--- src/rtl/bf_pkg.sv ---
// Shared definitions for the Bellman-Ford pass sequencer: FSM state encoding,
// InputMemory header layout and the outstanding-counter width.
package bf_pkg;

   typedef enum logic [3:0] {
      ST_IDLE,
      ST_HDR0,
      ST_HDR1,
      ST_HDR2,
      ST_HDR3,
      ST_INIT,
      ST_ISSUE,
      ST_DRAIN,
      ST_CHECK,
      ST_WB,
      ST_DONE
   } bf_state_t;

   // Header byte addresses in InputMemory
   localparam int unsigned HDR_N    = 0;
   localparam int unsigned HDR_SRC  = 1;
   localparam int unsigned HDR_E_LO = 2;
   localparam int unsigned HDR_E_HI = 3;

   // Width of the in-flight edge counter; holds MAX_OUT up to 15
   localparam int unsigned OUT_W = 4;

   // InputMemory address presented while reading the header; 0 elsewhere
   function automatic logic [1:0] hdr_addr(input bf_state_t st);
      case (st)
         ST_HDR1: hdr_addr = 2'(HDR_SRC);
         ST_HDR2: hdr_addr = 2'(HDR_E_LO);
         ST_HDR3: hdr_addr = 2'(HDR_E_HI);
         default: hdr_addr = 2'(HDR_N);
      endcase
   endfunction

endpackage

--- src/rtl/bf_edge_issuer.sv ---
// Per-pass edge issuer: walks edge indices 0..E-1 over a valid/ready handshake,
// limits edges in flight in the relaxation pipeline, and records whether any
// retired edge lowered a distance during the pass.
module bf_edge_issuer
   import bf_pkg::*;
#(
   parameter int unsigned AW      = 13,
   parameter int unsigned MAX_OUT = 4
)
(
   input  logic          clock,
   input  logic          reset,
   input  logic          restart,
   input  logic          enable,
   input  logic [AW-1:0] edge_count,
   output logic          edge_valid,
   input  logic          edge_ready,
   output logic [AW-1:0] edge_idx,
   input  logic          res_valid,
   input  logic          res_updated,
   output logic          issue_done,
   output logic          pass_complete,
   output logic          pass_upd,
   output logic          stray_result
);

   localparam logic [OUT_W-1:0] OUT_LIMIT = OUT_W'(MAX_OUT);

   logic [AW-1:0]    issued;
   logic [OUT_W-1:0] outstanding;
   logic             handshake;
   logic             retire;

   assign issue_done    = (issued >= edge_count);
   assign edge_valid    = enable && !issue_done && (outstanding < OUT_LIMIT);
   assign edge_idx      = issued;
   assign handshake     = edge_valid && edge_ready;
   assign retire        = res_valid && (outstanding != '0);
   assign stray_result  = res_valid && (outstanding == '0);
   assign pass_complete = issue_done && (outstanding == '0);

   // Issued-edge counter doubles as the next edge index; reset at each pass start
   always_ff @(posedge clock or negedge reset) begin
      if (!reset) begin
         issued <= '0;
      end else if (restart) begin
         issued <= '0;
      end else if (handshake) begin
         issued <= issued + 1'b1;
      end
   end

   // Edges in flight: issue and retire in the same cycle cancel out
   always_ff @(posedge clock or negedge reset) begin
      if (!reset) begin
         outstanding <= '0;
      end else begin
         case ({handshake, retire})
            2'b10:   outstanding <= outstanding + 1'b1;
            2'b01:   outstanding <= outstanding - 1'b1;
            default: outstanding <= outstanding;
         endcase
      end
   end

   // Sticky per-pass flag: some counted result reported a distance improvement
   always_ff @(posedge clock or negedge reset) begin
      if (!reset) begin
         pass_upd <= 1'b0;
      end else if (restart) begin
         pass_upd <= 1'b0;
      end else if (retire && res_updated) begin
         pass_upd <= 1'b1;
      end
   end

endmodule

--- src/rtl/bf_pass_scheduler.sv ---
// Top-level Bellman-Ford sequencer: reads the header, triggers initialisation,
// runs up to N-1 relaxation passes with early exit on convergence, then one
// negative-cycle detection pass, and finally triggers writeback.
module bf_pass_scheduler
   import bf_pkg::*;
#(
   parameter int unsigned AW      = 13,
   parameter int unsigned MAX_OUT = 4
)
(
   input  logic          clock,
   input  logic          reset,
   input  logic          start,
   output logic [AW-1:0] IMAR,
   input  logic [7:0]    IMDR,
   output logic          init_req,
   input  logic          init_done,
   output logic [7:0]    src_node,
   output logic          edge_valid,
   input  logic          edge_ready,
   output logic [AW-1:0] edge_idx,
   output logic          detect_pass,
   input  logic          res_valid,
   input  logic          res_updated,
   output logic          wb_req,
   input  logic          wb_done,
   output logic [7:0]    pass_count,
   output logic          busy,
   output logic          done,
   output logic          NegCycle,
   output logic          protocol_err
);

   bf_state_t     state;
   bf_state_t     state_nx;
   logic [7:0]    n_reg;
   logic [7:0]    e_lo;
   logic [AW-1:0] e_reg;
   logic          accept;
   logic          pass_restart;
   logic          enter_detect;
   logic          issue_en;
   logic          issue_done;
   logic          pass_complete;
   logic          pass_upd;
   logic          stray_result;
   logic [8:0]    pass_count_inc;
   logic [8:0]    n_minus_1;

   assign accept         = (state == ST_IDLE) && start;
   assign pass_count_inc = {1'b0, pass_count} + 9'd1;
   assign n_minus_1      = {1'b0, n_reg} - 9'd1;

   assign IMAR = {{(AW-2){1'b0}}, hdr_addr(state)};
   assign busy = (state != ST_IDLE) && (state != ST_DONE);
   assign done = (state == ST_DONE);

   bf_edge_issuer #(
      .AW      (AW),
      .MAX_OUT (MAX_OUT)
   ) u_issuer (
      .clock         (clock),
      .reset         (reset),
      .restart       (pass_restart),
      .enable        (issue_en),
      .edge_count    (e_reg),
      .edge_valid    (edge_valid),
      .edge_ready    (edge_ready),
      .edge_idx      (edge_idx),
      .res_valid     (res_valid),
      .res_updated   (res_updated),
      .issue_done    (issue_done),
      .pass_complete (pass_complete),
      .pass_upd      (pass_upd),
      .stray_result  (stray_result)
   );

   // State register
   always_ff @(posedge clock or negedge reset) begin
      if (!reset) begin
         state <= ST_IDLE;
      end else begin
         state <= state_nx;
      end
   end

   // Next-state logic, pass restart strobe and the relax/detect decision
   always_comb begin
      state_nx     = state;
      pass_restart = 1'b0;
      enter_detect = 1'b0;
      issue_en     = 1'b0;
      case (state)
         ST_IDLE:  if (start) state_nx = ST_HDR0;
         ST_HDR0:  state_nx = ST_HDR1;
         ST_HDR1:  state_nx = ST_HDR2;
         ST_HDR2:  state_nx = ST_HDR3;
         ST_HDR3:  state_nx = ST_INIT;
         ST_INIT: begin
            if (init_done) begin
               if (e_reg == '0) begin
                  state_nx = ST_WB;
               end else begin
                  state_nx     = ST_ISSUE;
                  pass_restart = 1'b1;
                  enter_detect = (n_reg <= 8'd1);
               end
            end
         end
         ST_ISSUE: begin
            issue_en = 1'b1;
            if (issue_done) state_nx = ST_DRAIN;
         end
         ST_DRAIN: if (pass_complete) state_nx = ST_CHECK;
         ST_CHECK: begin
            // pass_count still holds the pre-increment value here
            if (detect_pass || !pass_upd) begin
               state_nx = ST_WB;
            end else begin
               state_nx     = ST_ISSUE;
               pass_restart = 1'b1;
               enter_detect = (pass_count_inc == n_minus_1);
            end
         end
         ST_WB:    if (wb_done) state_nx = ST_DONE;
         ST_DONE:  state_nx = ST_IDLE;
         default:  state_nx = ST_IDLE;
      endcase
   end

   // Header capture: each byte is latched at the end of its read cycle
   always_ff @(posedge clock or negedge reset) begin
      if (!reset) begin
         n_reg    <= '0;
         src_node <= '0;
         e_lo     <= '0;
         e_reg    <= '0;
      end else begin
         case (state)
            ST_HDR0: n_reg    <= IMDR;
            ST_HDR1: src_node <= IMDR;
            ST_HDR2: e_lo     <= IMDR;
            ST_HDR3: e_reg    <= AW'({IMDR, e_lo});
            default: ;
         endcase
      end
   end

   // One-cycle request pulses on entry to INIT and WB
   always_ff @(posedge clock or negedge reset) begin
      if (!reset) begin
         init_req <= 1'b0;
         wb_req   <= 1'b0;
      end else begin
         init_req <= (state == ST_HDR3);
         wb_req   <= (state_nx == ST_WB) && (state != ST_WB);
      end
   end

   // Relaxation pass counter, cleared when a run is accepted
   always_ff @(posedge clock or negedge reset) begin
      if (!reset) begin
         pass_count <= '0;
      end else if (accept) begin
         pass_count <= '0;
      end else if ((state == ST_CHECK) && !detect_pass) begin
         pass_count <= pass_count + 8'd1;
      end
   end

   // Detection-pass marker: set when the next pass is the detection pass
   always_ff @(posedge clock or negedge reset) begin
      if (!reset) begin
         detect_pass <= 1'b0;
      end else if (accept) begin
         detect_pass <= 1'b0;
      end else if (pass_restart) begin
         detect_pass <= enter_detect;
      end else if (state == ST_CHECK) begin
         detect_pass <= 1'b0;
      end
   end

   // Sticky negative-cycle result from the detection pass
   always_ff @(posedge clock or negedge reset) begin
      if (!reset) begin
         NegCycle <= 1'b0;
      end else if (accept) begin
         NegCycle <= 1'b0;
      end else if ((state == ST_CHECK) && detect_pass) begin
         NegCycle <= pass_upd;
      end
   end

   // Sticky protocol error on a result with nothing in flight; a new stray wins over the clear
   always_ff @(posedge clock or negedge reset) begin
      if (!reset) begin
         protocol_err <= 1'b0;
      end else if (stray_result) begin
         protocol_err <= 1'b1;
      end else if (accept) begin
         protocol_err <= 1'b0;
      end
   end

endmodule

--- config.mk ---
export PLATFORM = sky130hd
export DESIGN_NAME = bf_pass_scheduler
export DESIGN_NICKNAME = d
export VERILOG_FILES = /design/src/rtl/bf_pkg.sv /design/src/rtl/bf_edge_issuer.sv /design/src/rtl/bf_pass_scheduler.sv
export SDC_FILE = /design/constraint.sdc
export NUM_CORES = 1
export LEC_CHECK = 0
export ABC_AREA = 1
export CAP_MARGIN = 20
export CORE_MARGIN = 2
export CORE_UTILIZATION = 59
export CTS_BUF_LIST = sky130_fd_sc_hd__clkbuf_8 sky130_fd_sc_hd__clkbuf_16
export DETAILED_ROUTE_END_ITERATION = 10
export GPL_TIMING_DRIVEN = 0
export PLACE_DENSITY = 0.95
export SLEW_MARGIN = 40
export SYNTH_ARGS = -nofsm -noshare
export SYNTH_HDL_FRONTEND = slang
export SYNTH_SLANG_ARGS = --single-unit
--- constraint.sdc ---
create_clock -name clock -period 7.5 [get_ports clock]
set_input_delay 1.5 -clock clock [delete_from_list [all_inputs] [get_ports clock]]
set_output_delay 1.5 -clock clock [all_outputs]
set_load 0.02 [all_outputs]
==> metrics.txt <==
status=complete, no violations; final hold vios=0; worst-skew pair later-pin latency=between 0.3 and 0.4 ns; Via density=5.42; Die Span X=roughly 90 um; Mapped Cells=573; Starting Density=0.601; slowest cell delay on critical path=0.66 ns; Yosys Warn Count=0; TritonCTS Buffers=9; die area=8000 sq um; Iter 0 DRT Violations=roughly 250; Mapped Area=4310 sq um; Worst Path Arrival=2.87 ns; reg2reg path depth=16; Reg area=1800 sq um; critical setup path kind=flip-flop to primary output; port buffer count=54; part of the power in registers=0.349; final setup vio count=0; Crit path max-delay family=simple AND/OR/NAND/NOR gates; pin count of the biggest net entering global routing=43; Yosys cell types=38; clock root buffer=clkbuf_8; Worst Hold Class=flip-flop to flip-flop; Sw Pwr=around 0.00085 W; RR Startpoint=u_issuer.edge_idx[10]; drt total wl=between 10,000 and 15,000 um; Global Route Usage Sum=0.272; antenna violations before repair=0; RSZ-0062 raised after global routing=false; design area=5240 sq um; Reg2Reg Setup Slack=about 4.2 ns; design internal power=0.00105 W; Clock Pin Slew Worst Setup and Hold Paths=0.08 ns; Sw Ratio=0.449; clock network power share=0.173; critical path launch point type=flip-flop; worst path cell trace=ha_1 -> a21oi_1 -> o21a_1 -> nand2_1 -> nor2_1 -> nand2_1 -> nor3_1 -> clkdlybuf4s50_1; Pre-antenna DRT Iters=7; Critical Path End=edge_valid; post-CTS sizing=0; min Tclk post-route=4.37 ns; area of the multi-input gates=2120 sq um; routed vias=4,080; Req. time, crit path=6.00 ns; first-pass GRT wire length=16,800 um; area growth from synthesis to layout=21.7%; dpl cell area=a little over 5000 sq um; Avg WL per Cell=13.7 um; CP most frequent cell=nand2_1; RR Endpoint=u_issuer.outstanding[3]; gr ovfl total=0; sequential share of the synthesized area=0.418; static leakage=2.67 nW; crit path buf inv count=1; PD cells=361 nW/um^2; CTS tree=yes; Post-DP HPWL=7620 um; Max Freq=between 0.2 and 0.25 GHz; CP Launch Point=u_issuer.edge_idx[10]; vias in the first global route=3,818; hold buffers post-CTS=0; Core Rows=31; synthesized flop and latch total=72; share of cells above drive strength 1=0.0810; Slowest-stage cell, CP=clkdlybuf4s50_1; Die H=89.5 um; CP Capture Type=primary output; RD Place Congestion=approximately 0.88; n_diodes=0; CP max FO=6; fin crit share=0.583; Post-CTS Setup Inserts=0; clock buffer depth=2; Crit. path cell count=8; combinational share of power=0.478; max-slew violations=0; DRC=0; clock sink total=72; H-tree Lvls=3; Max Cap Viol=0; Filler cells=537; setup_tns=0 ns; CORE AREA=7180 sq um; Nets=686; largest vdd supply drop=0.267 mV; I/O pin count=66; post-route ant nets=0; clock skew=0.00832 ns; Worst Hold Depth=1; Avg Inst Size Synth=7.52 sq um
## layer usage
metal | track usage | share of wire | vias up
li1 | - | - | 1974
met1 | 0.342 | 0.41 | 1917
met2 | 0.465 | 0.50 | 158
met3 | 0.0545 | 0.051 | 31
met4 | 0.103 | 0.029 | 0
met5 | 0 | 0 | -
## power by group through the flow
stage                     Sequential, W  Combinational [W]  Clock (W)
after floorplan                0.000692           0.000555          0
after global placement         0.000653           0.000837          0
after detailed placement       0.000661           0.000887          0
after CTS                      0.000656           0.000901   0.000333
after global routing           0.000679            0.00102   0.000350
final                          0.000661           0.000906   0.000329
## synthesized netlist by cell type (all sizes together)
library cell,n,share of area
nand2,170,0.15
inv,75,0.065
dfrtp,72,0.42
nor2,61,0.059
o21ai,45,0.052
nand3,43,0.053
ha,20,0.058
buf,18,0.031
nand4,14,0.024
a21oi,10,0.012
xor2,10,0.020
nor3,5,0.0058
o22ai,5,0.0073
xnor2,5,0.010
clkbuf,3,0.0026
o21bai,3,0.0052
nand3b,2,0.0035
a211oi,1,0.0017
a21boi,1,0.0017
a21o,1,0.0017
a22o,1,0.0020
a31oi,1,0.0015
conb,1,0.00087
fa,1,0.0046
nor3b,1,0.0017
nor4,1,0.0015
o211ai,1,0.0017
o21a,1,0.0017
or2,1,0.0015
## per-stage QoR
step	util	power, W	hold WS (ns)	instances	setup WS (ns)
2_1_floorplan	-	0.00125	0.442	583	4.09
3_3_place_gp	0.698	0.00149	0.459	736	2.61
3_5_place_dp	0.701	0.00155	0.468	737	3.54
4_1_cts	0.731	0.00189	0.486	753	3.11
5_1_grt	0.731	0.00205	0.508	753	2.96
6_report	0.731	0.00189	0.483	753	3.13
## cell families (layout without fill, tap and decap cells)
family,count (synthesis),in the layout,synth area share
simple gates,298,298,0.301
buf+inv,96,167,0.0987
flops,72,72,0.418
compound gates,70,70,0.0886
fa+ha+maj,21,21,0.0627
xor+xnor,15,15,0.0305
other cells,1,11,0.000870
## worst min path at each step
stage / start / endpoint / slack, ns
2_1_floorplan: e_lo[0] / e_reg[0] / 0.44
5_1_grt: u_issuer.outstanding[3] / u_issuer.outstanding[3] / 0.51
4_1_cts: u_issuer.outstanding[3] / u_issuer.outstanding[3] / 0.49
3_5_place_dp: e_lo[7] / e_reg[7] / 0.47
3_3_place_gp: e_lo[0] / e_reg[0] / 0.46
6_report: u_issuer.outstanding[3] / u_issuer.outstanding[3] / 0.48
## cells in the final DEF, fill, tap and decap left out, types with 2 or more instances in the layout
| master | synthesis | routed |
|---|---|---|
| nand4_1 | 13 | 13 |
| inv_6 | 0 | 2 |
| o21bai_1 | 3 | 3 |
| a21oi_1 | 10 | 10 |
| conb_1 | 1 | 11 |
| buf_2 | 4 | 4 |
| inv_8 | 0 | 2 |
| clkbuf_1 | 3 | 3 |
| clkbuf_8 | 0 | 9 |
| nand2_2 | 2 | 2 |
| nand3b_1 | 2 | 2 |
| buf_6 | 2 | 3 |
| nand3_1 | 42 | 42 |
| xnor2_1 | 5 | 5 |
| nor2_4 | 2 | 2 |
| o21ai_0 | 45 | 45 |
| nor2_1 | 55 | 55 |
| buf_4 | 12 | 12 |
| o22ai_1 | 5 | 5 |
| ha_1 | 20 | 20 |
| nor2_2 | 4 | 4 |
| dfrtp_1 | 72 | 72 |
| clkdlybuf4s50_1 | 0 | 53 |
| nor3_1 | 5 | 5 |
| inv_1 | 70 | 70 |
| inv_2 | 5 | 5 |
| nand2_1 | 167 | 167 |
| xor2_1 | 10 | 10 |
## area by class of cell
cell class | instances | area share
Tap cell | 99 | 0.0236
Clock buffer | 9 | 0.0236
Sequential cell | 72 | 0.344
Timing Repair Buffer | 55 | 0.107
Clock inverter | 7 | 0.0165
Inverter | 75 | 0.0537
Buffer | 21 | 0.0274
Multi-Input combinational cell | 415 | 0.404
Power figures use the tool's default switching activity.
